File: src/rtl/lcd_pkg.sv
// lcd_pkg: mode encodings, RGB565 field widths and the colour-bar table
// Shared by lcd_timing_engine and lcd_pattern_gen; no ports.
package lcd_pkg;
  typedef enum logic [2:0] {
    M_BLACK  = 3'd0,
    M_BARS   = 3'd1,
    M_GRAD   = 3'd2,
    M_CHECK  = 3'd3,
    M_SOLID  = 3'd4,
    M_STREAM = 3'd5
  } mode_e;
  localparam int R_W = 5;
  localparam int G_W = 6;
  localparam int B_W = 5;
  // index 0 is the leftmost bar: white, yellow, cyan, green, magenta, red, blue, black
  localparam logic [7:0][15:0] BAR_RGB = {16'h0000, 16'h001F, 16'hF800, 16'hF81F,
                                          16'h07E0, 16'h07FF, 16'hFFE0, 16'hFFFF};
endpackage

File: src/rtl/lcd_pattern_gen.sv
// lcd_pattern_gen: stage1 registered RGB565 test-pattern colour for one pixel
// Ports: PixelClk/nRST clock and async active-low reset; active, x, y pixel
// position; mode and solid_rgb frame-latched selection; rgb registered colour
// (0 outside the active area and in stream mode, which the top fills in).
module lcd_pattern_gen
  import lcd_pkg::*;
#(
  parameter int H_ACTIVE   = 1024,
  parameter int CHECK_LOG2 = 5
) (
  input  logic        PixelClk,
  input  logic        nRST,
  input  logic        active,
  input  logic [15:0] x,
  input  logic [15:0] y,
  input  logic [2:0]  mode,
  input  logic [15:0] solid_rgb,
  output logic [15:0] rgb
);
  localparam int          BAR_W   = H_ACTIVE / 8;
  localparam logic [15:0] BAR_DIV = 16'(BAR_W > 0 ? BAR_W : 1);
  localparam logic [15:0] BAR_END = 16'(BAR_W * 8);
  logic [2:0]  bar_idx;
  logic [15:0] bar_rgb, grad_rgb, chk_rgb, rgb_d;
  logic        unused_ok;
  assign unused_ok = ^{x, y};
  always_comb begin
    bar_idx  = 3'(x / BAR_DIV);
    bar_rgb  = x < BAR_END ? BAR_RGB[bar_idx] : 16'h0000;
    grad_rgb = {x[9:5], x[9:4], y[8:4]};
    chk_rgb  = (x[CHECK_LOG2] ^ y[CHECK_LOG2]) ? 16'hFFFF : 16'h0000;
    rgb_d    = !active          ? 16'h0000 :
               mode == M_BARS   ? bar_rgb  :
               mode == M_GRAD   ? grad_rgb :
               mode == M_CHECK  ? chk_rgb  :
               mode == M_SOLID  ? solid_rgb : 16'h0000;
  end
  always_ff @(posedge PixelClk or negedge nRST)
    if (!nRST) rgb <= '0;
    else rgb <= rgb_d;
endmodule

File: src/rtl/lcd_timing_engine.sv
// lcd_timing_engine: parametrised RGB565 LCD timing, pattern and stream engine
// Ports: PixelClk/nRST clock and async active-low reset; mode/solid_rgb
// pattern select; pix_rd/pix_data/pix_empty stream FIFO port; line_fetch/
// fetch_line prefetch request; frame_start pulse; underflow/underflow_clr
// sticky flag; LCD_DE/HSYNC/VSYNC/R/G/B panel pins (2-cycle latency).
module lcd_timing_engine
  import lcd_pkg::*;
#(
  parameter int          H_ACTIVE      = 1024,
  parameter int          H_PULSE       = 1,
  parameter int          H_BP          = 182,
  parameter int          H_FP          = 210,
  parameter int          V_ACTIVE      = 600,
  parameter int          V_PULSE       = 5,
  parameter int          V_BP          = 0,
  parameter int          V_FP          = 45,
  parameter bit          HS_POL        = 1'b0,
  parameter bit          VS_POL        = 1'b0,
  parameter int          CHECK_LOG2    = 5,
  parameter logic [15:0] UNDERFLOW_RGB = 16'hF800
) (
  input  logic           PixelClk,
  input  logic           nRST,
  input  logic [2:0]     mode,
  input  logic [15:0]    solid_rgb,
  output logic           pix_rd,
  input  logic [15:0]    pix_data,
  input  logic           pix_empty,
  output logic           line_fetch,
  output logic [15:0]    fetch_line,
  output logic           frame_start,
  output logic           underflow,
  input  logic           underflow_clr,
  output logic           LCD_DE,
  output logic           LCD_HSYNC,
  output logic           LCD_VSYNC,
  output logic [R_W-1:0] LCD_R,
  output logic [G_W-1:0] LCD_G,
  output logic [B_W-1:0] LCD_B
);
  localparam int          H_TOTAL = H_PULSE + H_BP + H_ACTIVE + H_FP;
  localparam int          V_TOTAL = V_PULSE + V_BP + V_ACTIVE + V_FP;
  localparam logic [15:0] H_P     = 16'(H_PULSE);
  localparam logic [15:0] H_S     = 16'(H_PULSE + H_BP);
  localparam logic [15:0] H_E     = 16'(H_PULSE + H_BP + H_ACTIVE);
  localparam logic [15:0] H_LAST  = 16'(H_TOTAL - 1);
  localparam logic [15:0] V_P     = 16'(V_PULSE);
  localparam logic [15:0] V_S     = 16'(V_PULSE + V_BP);
  localparam logic [15:0] V_E     = 16'(V_PULSE + V_BP + V_ACTIVE);
  localparam logic [15:0] V_LAST  = 16'(V_TOTAL - 1);
  localparam logic [15:0] V_T     = 16'(V_TOTAL);
  if (H_TOTAL >= 65536 || V_TOTAL >= 65536) begin : g_size_chk
    $error("lcd_timing_engine: H_TOTAL and V_TOTAL must be below 65536");
  end
  logic [15:0] h, v, x, y, v2, solid_q, solid_cur, pat_rgb, rgb_q;
  logic [2:0]  mode_q, mode_cur;
  logic        fs0, act0, hs0, vs0, strm, uf_ev;
  logic        de1, hs1, vs1, fs1, rd1, uf1;
  always_comb begin
    fs0       = h == '0 && v == '0;
    act0      = h >= H_S && h < H_E && v >= V_S && v < V_E;
    hs0       = h < H_P;
    vs0       = v < V_P;
    x         = h - H_S;
    y         = v - V_S;
    // the frame-start cycle already uses the freshly sampled mode and colour
    mode_cur  = fs0 ? mode : mode_q;
    solid_cur = fs0 ? solid_rgb : solid_q;
    strm      = act0 && mode_cur == M_STREAM;
    pix_rd    = strm && !pix_empty;
    uf_ev     = strm && pix_empty;
    // line two ahead of the current one: registering at the last h of this
    // line makes line_fetch appear exactly at h=0 of the following line
    v2        = v + 16'd2 >= V_T ? v + 16'd2 - V_T : v + 16'd2;
  end
  always_ff @(posedge PixelClk or negedge nRST)
    if (!nRST) begin
      h <= '0;
      v <= '0;
    end else begin
      h <= h == H_LAST ? '0 : h + 16'd1;
      if (h == H_LAST) v <= v == V_LAST ? '0 : v + 16'd1;
    end
  lcd_pattern_gen #(.H_ACTIVE(H_ACTIVE), .CHECK_LOG2(CHECK_LOG2)) u_pat (
    .PixelClk  (PixelClk),
    .nRST      (nRST),
    .active    (act0),
    .x         (x),
    .y         (y),
    .mode      (mode_cur),
    .solid_rgb (solid_cur),
    .rgb       (pat_rgb)
  );
  always_ff @(posedge PixelClk or negedge nRST)
    if (!nRST) begin
      mode_q      <= '0;
      solid_q     <= '0;
      de1         <= 1'b0;
      hs1         <= 1'b0;
      vs1         <= 1'b0;
      fs1         <= 1'b0;
      rd1         <= 1'b0;
      uf1         <= 1'b0;
      LCD_DE      <= 1'b0;
      LCD_HSYNC   <= ~HS_POL;
      LCD_VSYNC   <= ~VS_POL;
      rgb_q       <= '0;
      frame_start <= 1'b0;
      underflow   <= 1'b0;
      line_fetch  <= 1'b0;
      fetch_line  <= '0;
    end else begin
      mode_q      <= mode_cur;
      solid_q     <= solid_cur;
      de1         <= act0;
      hs1         <= hs0;
      vs1         <= vs0;
      fs1         <= fs0;
      rd1         <= pix_rd;
      uf1         <= uf_ev;
      LCD_DE      <= de1;
      LCD_HSYNC   <= hs1 ? HS_POL : ~HS_POL;
      LCD_VSYNC   <= vs1 ? VS_POL : ~VS_POL;
      rgb_q       <= rd1 ? pix_data : uf1 ? UNDERFLOW_RGB : pat_rgb;
      frame_start <= fs1;
      underflow   <= uf_ev | (underflow & ~underflow_clr);
      line_fetch  <= h == H_LAST && v2 >= V_S && v2 < V_E;
      fetch_line  <= v2 - V_S;
    end
  assign {LCD_R, LCD_G, LCD_B} = rgb_q;
endmodule
File: config.mk
export PLATFORM = sky130hd
export DESIGN_NAME = lcd_timing_engine
export DESIGN_NICKNAME = d
export VERILOG_FILES = /design/src/rtl/lcd_pkg.sv /design/src/rtl/lcd_pattern_gen.sv /design/src/rtl/lcd_timing_engine.sv
export SDC_FILE = /design/constraint.sdc
export NUM_CORES = 1
export LEC_CHECK = 0
export CORE_MARGIN = 2
export CORE_UTILIZATION = 25
export DETAILED_ROUTE_END_ITERATION = 10
export DONT_BUFFER_PORTS = 1
export PLACE_DENSITY = 0.48
export SLEW_MARGIN = 20
export SYNTH_ARGS = -nofsm -noshare
export SYNTH_HDL_FRONTEND = slang
export SYNTH_SLANG_ARGS = --single-unit
File: constraint.sdc
create_clock -name PixelClk -period 4.6 [get_ports PixelClk]
set_input_delay 0.23 -clock PixelClk [delete_from_list [all_inputs] [get_ports PixelClk]]
set_output_delay 0.23 -clock PixelClk [all_outputs]
set_load 0.05 [all_outputs]
---- Word-level counts from Yosys, hierarchy flattened ----
Memories as Yosys holds them, arrays and structs flattened.
Index checks and enable logic that the tools add are counted.
cells by class
  equal/unequal tests ..................... 7
  $lt $le $gt $ge ......................... 11
  mux-type cells .......................... 17
  add/sub/neg operators ................... 7
  bitwise gates (word level) .............. 4
  reduce and logical (&&, ||, !) cells .... 12
operator list
  operator                                               number
  two-way mux 16 bit                                     14
  adder 16 x 1 -> 16 bit, second input constant          2
  >= comparator 16 x 3 -> 1 bit, second input constant   2
  logical NOT 16 bit                                     2
  < comparator 16 x 10 -> 1 bit, second input constant   2
  < comparator 16 x 11 -> 1 bit, second input constant   2
  adder 16 x 2 -> 16 bit, second input constant          1
  == test 16 x 10 -> 1 bit, second input constant        1
  == test 16 x 11 -> 1 bit, second input constant        1
  >= comparator 16 x 10 -> 1 bit, second input constant  1
  >= comparator 16 x 8 -> 1 bit, second input constant   1
  < comparator 16 x 1 -> 1 bit, second input constant    1
  < comparator 16 x 3 -> 1 bit, second input constant    1
  subtractor 16 x 10 -> 16 bit, second input constant    1
  subtractor 16 x 3 -> 16 bit, second input constant     1
  subtractor 16 x 8 -> 16 bit, second input constant     1
  logical AND 1 bit                                      9
  subtractor 9 x 3 -> 9 bit, second input constant       1
  == test 3 x 2 -> 1 bit, second input constant          2
  == test 3 bit, second input constant                   2
  < comparator 3 x 4 -> 1 bit, second input constant     1
  == test 3 x 1 -> 1 bit, second input constant          1
  two-way mux 3 bit                                      1
  two-way mux 1 bit                                      2
  other kinds (5)                                        5
word-level totals
  memory bits (read-only) ................. 128
  register bits ........................... 111
  bits of input ports ..................... 39
  memories ................................ 1
memories
  memory            words  bits a word  read ports  clocked after memory_dff  wr ports  RTL line               text
  (name not given)  8      16           1           0                         0         lcd_pattern_gen.sv:29  bar_rgb = x < BAR_END ? BAR_RGB[bar_idx] : 16'h0000;

---- Depth between registers and ports, before layout ----
Gate-level depths: netlist of the first run.
  depth after elaboration ................. 9
  mapped depth ............................ 15
  depth with buffers taken out ............ 12

---- Modules after synthesis ----
Synthesis of the first run repeated with hierarchy kept, for this count alone.
second synthesis, totals
  cell total of the unflattened synthesis .. 710
  area total of the unflattened synthesis .. 6,844.1 µm²
by module, submodules not included
  module             cells each  area an instance (µm²)  instances
  lcd_timing_engine  619         5,914.4                 1
  lcd_pattern_gen    91          929.6                   1

---- Worst setup path before layout of the first run ----
OpenSTA, ideal clock, no wires.
  kind .................................... register -> register
  start ................................... reg v[1]
  end ..................................... reg line_fetch
  required time ........................... 4.489 ns
  cell stages (with the launch flop) ...... 16
  path buffers ............................ 3
  slack ................................... 0.586 ns
  arrival time ............................ 3.903 ns
  path through ............................ dfrtp_1 > clkbuf_1 > inv_1 > ha_1 > clkbuf_1 > nand2_1 > o21ai_0 > nand4_1 > a41o_1 > nor3_2 > buf_2 > xnor2_1 > ha_1 > o31ai_1 > nor3_1 > a2111oi_2
between the ends
  longest elaborated chain between the ends .. 6
RTL lines
  item                                                                                   RTL line                  text
  start, declared                                                                        lcd_timing_engine.sv:55   logic [15:0] h, v, x, y, v2, solid_q, solid_cur, pat_rgb, rgb_q;
  start signal, assigned                                                                 lcd_timing_engine.sv:82   if (h == H_LAST) v <= v == V_LAST ? '0 : v + 16'd1;
  adder 16 x 2 -> 16 bit *                                                               lcd_timing_engine.sv:74   v2 = v + 16'd2 >= V_T ? v + 16'd2 - V_T : v + 16'd2;
  subtractor 16 x 10 -> 16 bit / >= comparator 16 x 10 -> 1 bit (equally long branches)  lcd_timing_engine.sv:74
  two-way mux 16 bit *                                                                   lcd_timing_engine.sv:74
  >= comparator 16 x 3 -> 1 bit                                                          lcd_timing_engine.sv:127  line_fetch <= h == H_LAST && v2 >= V_S && v2 < V_E;
  logical AND 1 bit                                                                      lcd_timing_engine.sv:127
  logical AND 1 bit *                                                                    lcd_timing_engine.sv:127
  end signal, assigned                                                                   lcd_timing_engine.sv:127
  end, declared                                                                          lcd_timing_engine.sv:29   output logic line_fetch,
Mark *: on every way between the ends. The rest lies on a longest branch, timed or not.
A chain may end at the register's enable or synchronous reset.

---- Worst setup path in the final report of the first run ----
  start ................................... reg v[2]
  end ..................................... reg line_fetch
Same word-level chain as after synthesis.

==> reports/metrics.yaml, run 1 <==
seq_power_share_pct: 53.2
initial_utilization_pct: 25.25
min_period_over_period_pct: 88.75
critPathMostFrequentCell: "ha_1"
die_area_um2: 27400
rsz0062_at_grt: "no"
yosys-top-cells-area: "dfrtp_1 42%, xnor2_1 7.1%, nand2_1 3.9%"
comb_power_share_pct: 3.6
yosysSeqAreaShare_pct: 42.62
gp_congestion: 0.8397
finalNetCount: 760
yosysMostFrequentCell: "dfrtp_1"
fin_tns_setup_ps: 0
ir_drop_mv: 0.1918
powerDensity_nw_per_um2: 252.6
post_route_cells_drive_above_1_share_pct: 9.104
synth_edf_count: 0
antenna_found_initial: 0
vias: 5237
clk_pin_slew_ps: 80
ff2ff_setup_slack_ps: 520
fp-row-count: 59
core_um2: 25840
p_sw_mw: 0.4471
async_flop_share_pct: 100.0
finClkSkew_ps: 11.24
synth_cell_types: 67
ys_top_cells_by_count: "109 x dfrtp_1, 68 x nand2_1, 57 x nor2_1"
routedWlPerCell_um: 16.54
crit_path_start_kind: "flip-flop"
clockPowerShare_pct: 43.2
p_leak_nw: 2.976
ios: 78
grt_pass1_vias: 5070
critPathMaxFanout: 13
crit_required_ps: 4810
drc: 0
switching_share_pct: 24.17
ctsLongestPathBuffers: 2
antenna_left: 0
cp_slowest_cell: "dfrtp_1"
status: "finished, final reports clean"
cts_tree: "yes"
ys.flop_type: "dfrtp_1"
synth.avg_cell_area_um2: 9.163
grt_max_degree: 112
grt_first_pass_wirelength_um: 28020
maxCapViolCount: 0
finalSetupViolations: 0
num_antenna_cells: 0
tightest_slew_ps: 849.5
htreeDepth: 3
io_buffers: 0
dr.first_iter.drc_count: 439
dp.cells: 1022
worst_hold_path_type: "in -> reg"
slew_headroom_pct: 42.57
finalHoldViolCount: 0
area_growth_syn_to_layout_pct: 12.27
critical_path.cell_chain: "ha_1 -> nand4_2 -> o32a_1 -> a2111oi_4 -> a31oi_1 -> nor3_2 -> xnor2_1 -> ha_1 -> o31ai_1 -> buf_4 -> nor3_1 -> a2111oi_2"
yosysWarnings: 0
crit_type: "reg -> reg"
via_per_inst: 4.992
hpwl_um: 12680
clk_latency_ps: 360
fmax_ghz: 0.2449
post-cts-setup-buffers: 0
drt-total-wl_um: 17350
arrival_ps: 4300
endpoint_kind: "flip-flop"
overflow: 0
cts_num_sinks: 111
hold_slack_ps: 19.79
final-max-slew-violation-count: 0
grtUsageTotal_pct: 12.87
netlist_area_um2: 6524
finalNonFillerCells: 1049
die_h_um: 165.5
cts_buffers: 9
synth_nets: 763
max_stage_delay_ps: 580
synth_top_area_share_pct: 41.81
fin_crit_ps: 4083
die_w_um: 165.5
synth_cells: 712
drt_pass1_iterations: 5
ys_ff_latch: 111
cts-root-buf: "clkbuf_16"
yosys.area.top_type: "dfrtp_1"
p_int_mw: 1.403
-- metrics by stage --
step / cell area (µm²) / util, % / setup slack, ps / power, mW
floorplan: 6524 / - / 585.5 / 1.033
global placement: 6894 / 26.68 / 546.4 / 1.042
detailed placement: 6894 / 26.68 / 486.0 / 1.042
CTS: 7297 / 28.24 / 442.4 / 1.886
global route: 7325 / 28.35 / 212.3 / 1.927
finish: 7325 / 28.35 / 517.4 / 1.850
-- flip-flops by register name, summed over array words and instances (netlist names) --
name,count
fetch_line,16
h,16
rgb_q,16
solid_q,16
u_pat.rgb,16
v,16
mode_q,3
LCD_DE,1
LCD_HSYNC,1
LCD_VSYNC,1
de1,1
frame_start,1
fs1,1
hs1,1
line_fetch,1
rd1,1
uf1,1
underflow,1
vs1,1
-- final cells by class --
cell class	instances	area (µm²)
Tap cell	335	419.2
Inverter	32	120.1
Multi-Input combinational cell	526	3447
Timing Repair Buffer	29	262.8
Fill cell	2728	18510
Clock inverter	6	56.30
Clock buffer	10	239.0
Sequential cell	111	2780
-- worst paths after layout --
check | end | startpoint | depth (start not counted)
max in group asynchronous | v[13] | nRST | 2
worst max register to register | line_fetch | v[2] | 12
worst min register to register | LCD_DE | de1 | 0
min in group asynchronous | solid_q[14] | nRST | 2
worst min-delay path | solid_q[3] | solid_rgb[3] | 2
worst max-delay path | line_fetch | v[2] | 12
-- cell families after synthesis --
family / synth area share, %
buffers and inverters: 4.757
muxes: 3.567
xor gates and xnor gates: 9.647
and+or+nand+nor: 19.16
AOI/OAI and AO/OA: 17.95
adders and majority gates: 2.301
DFF: 42.62
-- power by group through the flow --
| stage | clock network, mW | logic [mW] | registers, mW |
|---|---|---|---|
| floorplan | 0 | 0.0288 | 1.00 |
| global placement | 0 | 0.0371 | 1.00 |
| detailed placement | 0 | 0.0371 | 1.00 |
| CTS | 0.835 | 0.0663 | 0.985 |
| global route | 0.863 | 0.0778 | 0.986 |
| finish | 0.799 | 0.0661 | 0.985 |
-- routing by layer --
metal / GRT usage, % / part of all wire (%) / up-vias
met5: 0 / 0 / -
met4: 3.096 / 1.3 / 0
met3: 2.248 / 4.8 / 12
met2: 19.84 / 45 / 132
met1: 18.64 / 49 / 2548
li1: - / - / 2545
-- layout by cell type, fill, tap and decap left out, types with 6 or more instances in the layout --
| cell type | n |
|---|---|
| dfrtp_1 | 109 |
| nand2_1 | 68 |
| nor2_1 | 57 |
| xnor2_1 | 53 |
| o21ai_0 | 44 |
| a21oi_1 | 36 |
| inv_1 | 32 |
| nor3_1 | 27 |
| mux2i_1 | 21 |
| nand3_1 | 18 |
| buf_4 | 18 |
| nand4_1 | 17 |
| xor2_1 | 17 |
| a22o_1 | 12 |
| ha_1 | 12 |
| dlygate4sd3_1 | 10 |
| a31oi_1 | 9 |
| clkbuf_16 | 9 |
| or2_2 | 8 |
| a221oi_1 | 8 |
| and4_1 | 6 |
| nor4_1 | 6 |
| nand2b_1 | 6 |
-- critical path, delay by kind of cell, from the launching register on --
kind,cells,cell delay (ps)
compound gates,5,1230
flops,1,580
buf+inv,1,170
xor+xnor,1,200
fa+ha+maj,2,740
simple gates,3,1010
-- repair_timing --
action	in CTS	in global routing
hold buffers	9	2
endpoints found under the hold margin	118	2
gates resized for setup	0	1
endpoints found under the setup margin	0	1
No activity file was read; power rests on OpenSTA's default activity.
==> run 2: changes to the inputs <==
- ABC_AREA: unset -> 1
- clock period: 4.6 -> 4.9 ns (I/O delays scaled with it)
==> run 2 against run 1 <==
Clock skew down 2.2 ps. Non-clock buffer count is 24 lower. Critical path depth fell by 2. Die area is 1.4% higher. Combinational power decreased by 12%. Total power fell by 3.3%. Sequential power shrank 6.1%. Sequential cell count did not move. Routed wire length shrank 2.4%. Utilization is 0.25 points lower. Critical path type is now reg -> out.
==> reports/metrics.yaml, run 2 <==
comb_power_share_pct: 3.2
powerDensity_nw_per_um2: 244.3
yosys-top-cells-area: "dfrtp_1 41%, nand2_1 15%, inv_1 5.6%"
core_um2: 26060
crit_path_start_kind: "flip-flop"
fillers: 2835
ys_ff_latch: 111
cp-endpoint: "pix_rd"
crit_type: "reg -> out"
post_cts_resized: 0
slew_headroom_pct: 34.36
r2r_cells: 13
initial_utilization_pct: 25.40
yosysWarnings: 0
crit-reg2reg-launch: "v[0]"
tightest_slew_ps: 981.0
clockPowerShare_pct: 45.0
synth_edf_count: 0
fin_tns_setup_ps: 0
drc: 0
htreeDepth: 3
die_h_um: 166.7
endpoint_kind: "output port"
ff2ff_setup_slack_ps: 1430
startpoint: "v[0]"
grt_first_pass_wirelength_um: 28070
grtUsageTotal_pct: 12.51
netlist_area_um2: 6619
r2r_end: "u_pat.rgb[3]"
fmax_ghz: 0.2623
synth_top_area_share_pct: 41.21
via_per_inst: 4.466
dr.first_iter.drc_count: 300
fp-row-count: 59
ios: 78
synth_nets: 908
antenna_found_initial: 0
io_buffers: 0
busiest_layer: "met2"
status: "finished, final reports clean"
p_int_mw: 1.355
cts_buffers: 9
cts_num_sinks: 111
finalPower_mw: 1.789
ys.flop_type: "dfrtp_1"
synth.avg_cell_area_um2: 7.723
cts_tree: "yes"
p_sw_mw: 0.4334
yosysMostFrequentCell: "nand2_1"
switching_share_pct: 24.23
rsz0062_at_grt: "no"
grt_max_degree: 112
die_area_um2: 27790
use_met3_pct: 2.281
die_w_um: 166.7
maxCapViolCount: 0
synth_cells: 857
overflow: 0
post_route_cells_drive_above_1_share_pct: 10.59
ctsLongestPathBuffers: 2
antenna_left: 0
finalHoldViolCount: 0
vias: 5332
grtUsageMet1_pct: 17.29
finClkSkew_ps: 8.992
async_flop_share_pct: 100.0
drt-total-wl_um: 16940
area_growth_syn_to_layout_pct: 10.62
yosys.area.top_type: "dfrtp_1"
arrival_ps: 3570
finalNetCount: 905
crit_required_ps: 4660
p_leak_nw: 3.748
critPathMaxFanout: 23
hpwl_um: 13150
clk_pin_slew_ps: 80
worst_hold_path_type: "in -> reg"
clk_latency_ps: 360
seq_power_share_pct: 51.7
finalSetupViolations: 0
gp_congestion: 0.8441
final-max-slew-violation-count: 0
num_antenna_cells: 0
fin_crit_ps: 3813
yosysSeqAreaShare_pct: 42.00
routedWlPerCell_um: 14.19
synth_cell_types: 44
ys_top_cells_by_count: "256 x nand2_1, 109 x dfrtp_1, 99 x inv_1"
ir_drop_mv: 0.2008
cts-root-buf: "clkbuf_16"
grt_pass1_vias: 5319
use_met2_pct: 19.62
drt_pass1_iterations: 5
mostFrequentLayoutCells: "256 x nand2_1, 109 x dfrtp_1, 99 x inv_1"
final_common_cell: "nand2_1"
min_period_over_period_pct: 77.81
-- run 2: changes by cell type after synthesis, sizes merged, moves of 8 or more --
cell,before,now
nand2,68,282
xor2,17,35
mux2i,21,0
or2,8,0
nor2,57,95
a221oi,8,0
inv,32,108
nand3,18,64
xnor2,54,2
o21ai,47,15
clkbuf,24,3
nor3,29,13
-- run 2: how the worst min path moves through the flow --
stage | from | to | slack [ps] | cells past startpoint
final | pix_data[13] | rgb_q[13] | 10 | 1
after global routing | pix_data[15] | rgb_q[15] | 6 | 1
after detailed placement | nRST | h[14] | -40 | 0
after global placement | nRST | solid_q[1] | -40 | 0
after CTS | pix_data[15] | rgb_q[15] | 0.9 | 1
after floorplan | nRST | LCD_DE | -50 | 0
-- run 2: per-stage QoR --
stage                     setup WS [ps]  hold slack, ps  util (%)  instance area [µm²]  cells
after floorplan                    1993          -50.59         -                 6619    857
final                              1087           12.58     28.10                 7322   1194
after detailed placement           1488          -41.51     26.60                 6933   1174
after global placement             1440          -40.19     26.60                 6933   1174
after global routing              732.2           6.417     28.10                 7322   1194
after CTS                          1075          0.8527     28.10                 7322   1194
-- run 2: metal layers --
layer | up-vias | part of all wire (%)
met1 | 2468 | 50
met4 | 0 | 1.8
met5 | - | 0
met2 | 112 | 44
li1 | 2735 | -
met3 | 17 | 3.7
-- run 2: cell families after synthesis --
| kind of cell | Yosys count | share of synthesized area [%] |
|---|---|---|
| AO/OA/AOI/OAI | 83 | 8.185 |
| XOR/XNOR | 37 | 4.896 |
| AND/OR/NAND/NOR | 487 | 34.69 |
| flip-flops | 111 | 42.00 |
| adder cells (fa/ha/maj) | 12 | 2.268 |
| buffers and inverters | 127 | 7.958 |
-- run 2: power groups by stage --
stage	Sequential [mW]	Combinational, mW	Clock (mW)
after floorplan	0.943	0.0285	0
after global placement	0.943	0.0360	0
after detailed placement	0.943	0.0359	0
after CTS	0.925	0.0601	0.837
after global routing	0.926	0.0677	0.865
final	0.925	0.0581	0.806
-- run 2: what timing repair did --
item,4_1_cts,5_1_grt
buffers inserted,0,0
hold endpoints to repair,113,0
hold buffers,4,0
-- run 2: worst max-delay path, cell delays in order (launching register included) --
cell     delay [ps]
dfrtp_1         460
inv_1           270
ha_1            270
nand4_1         110
nor3_1          140
nand2_1         110
nor2_4          470
nand2_1         200
o21ai_2         160
nand4_1         210
nor2_1          800
-- run 2: final cells by class --
class | count | area [µm²] | share of cell area (%)
clock buffers | 9 | 225.2 | 3.076
clock inverters | 7 | 106.4 | 1.452
inverters | 108 | 407.9 | 5.571
flip-flops and latches | 111 | 2780 | 37.97
repair buffers | 5 | 65.06 | 0.8886
multi-input cells | 619 | 3318 | 45.32
well taps | 335 | 419.2 | 5.725
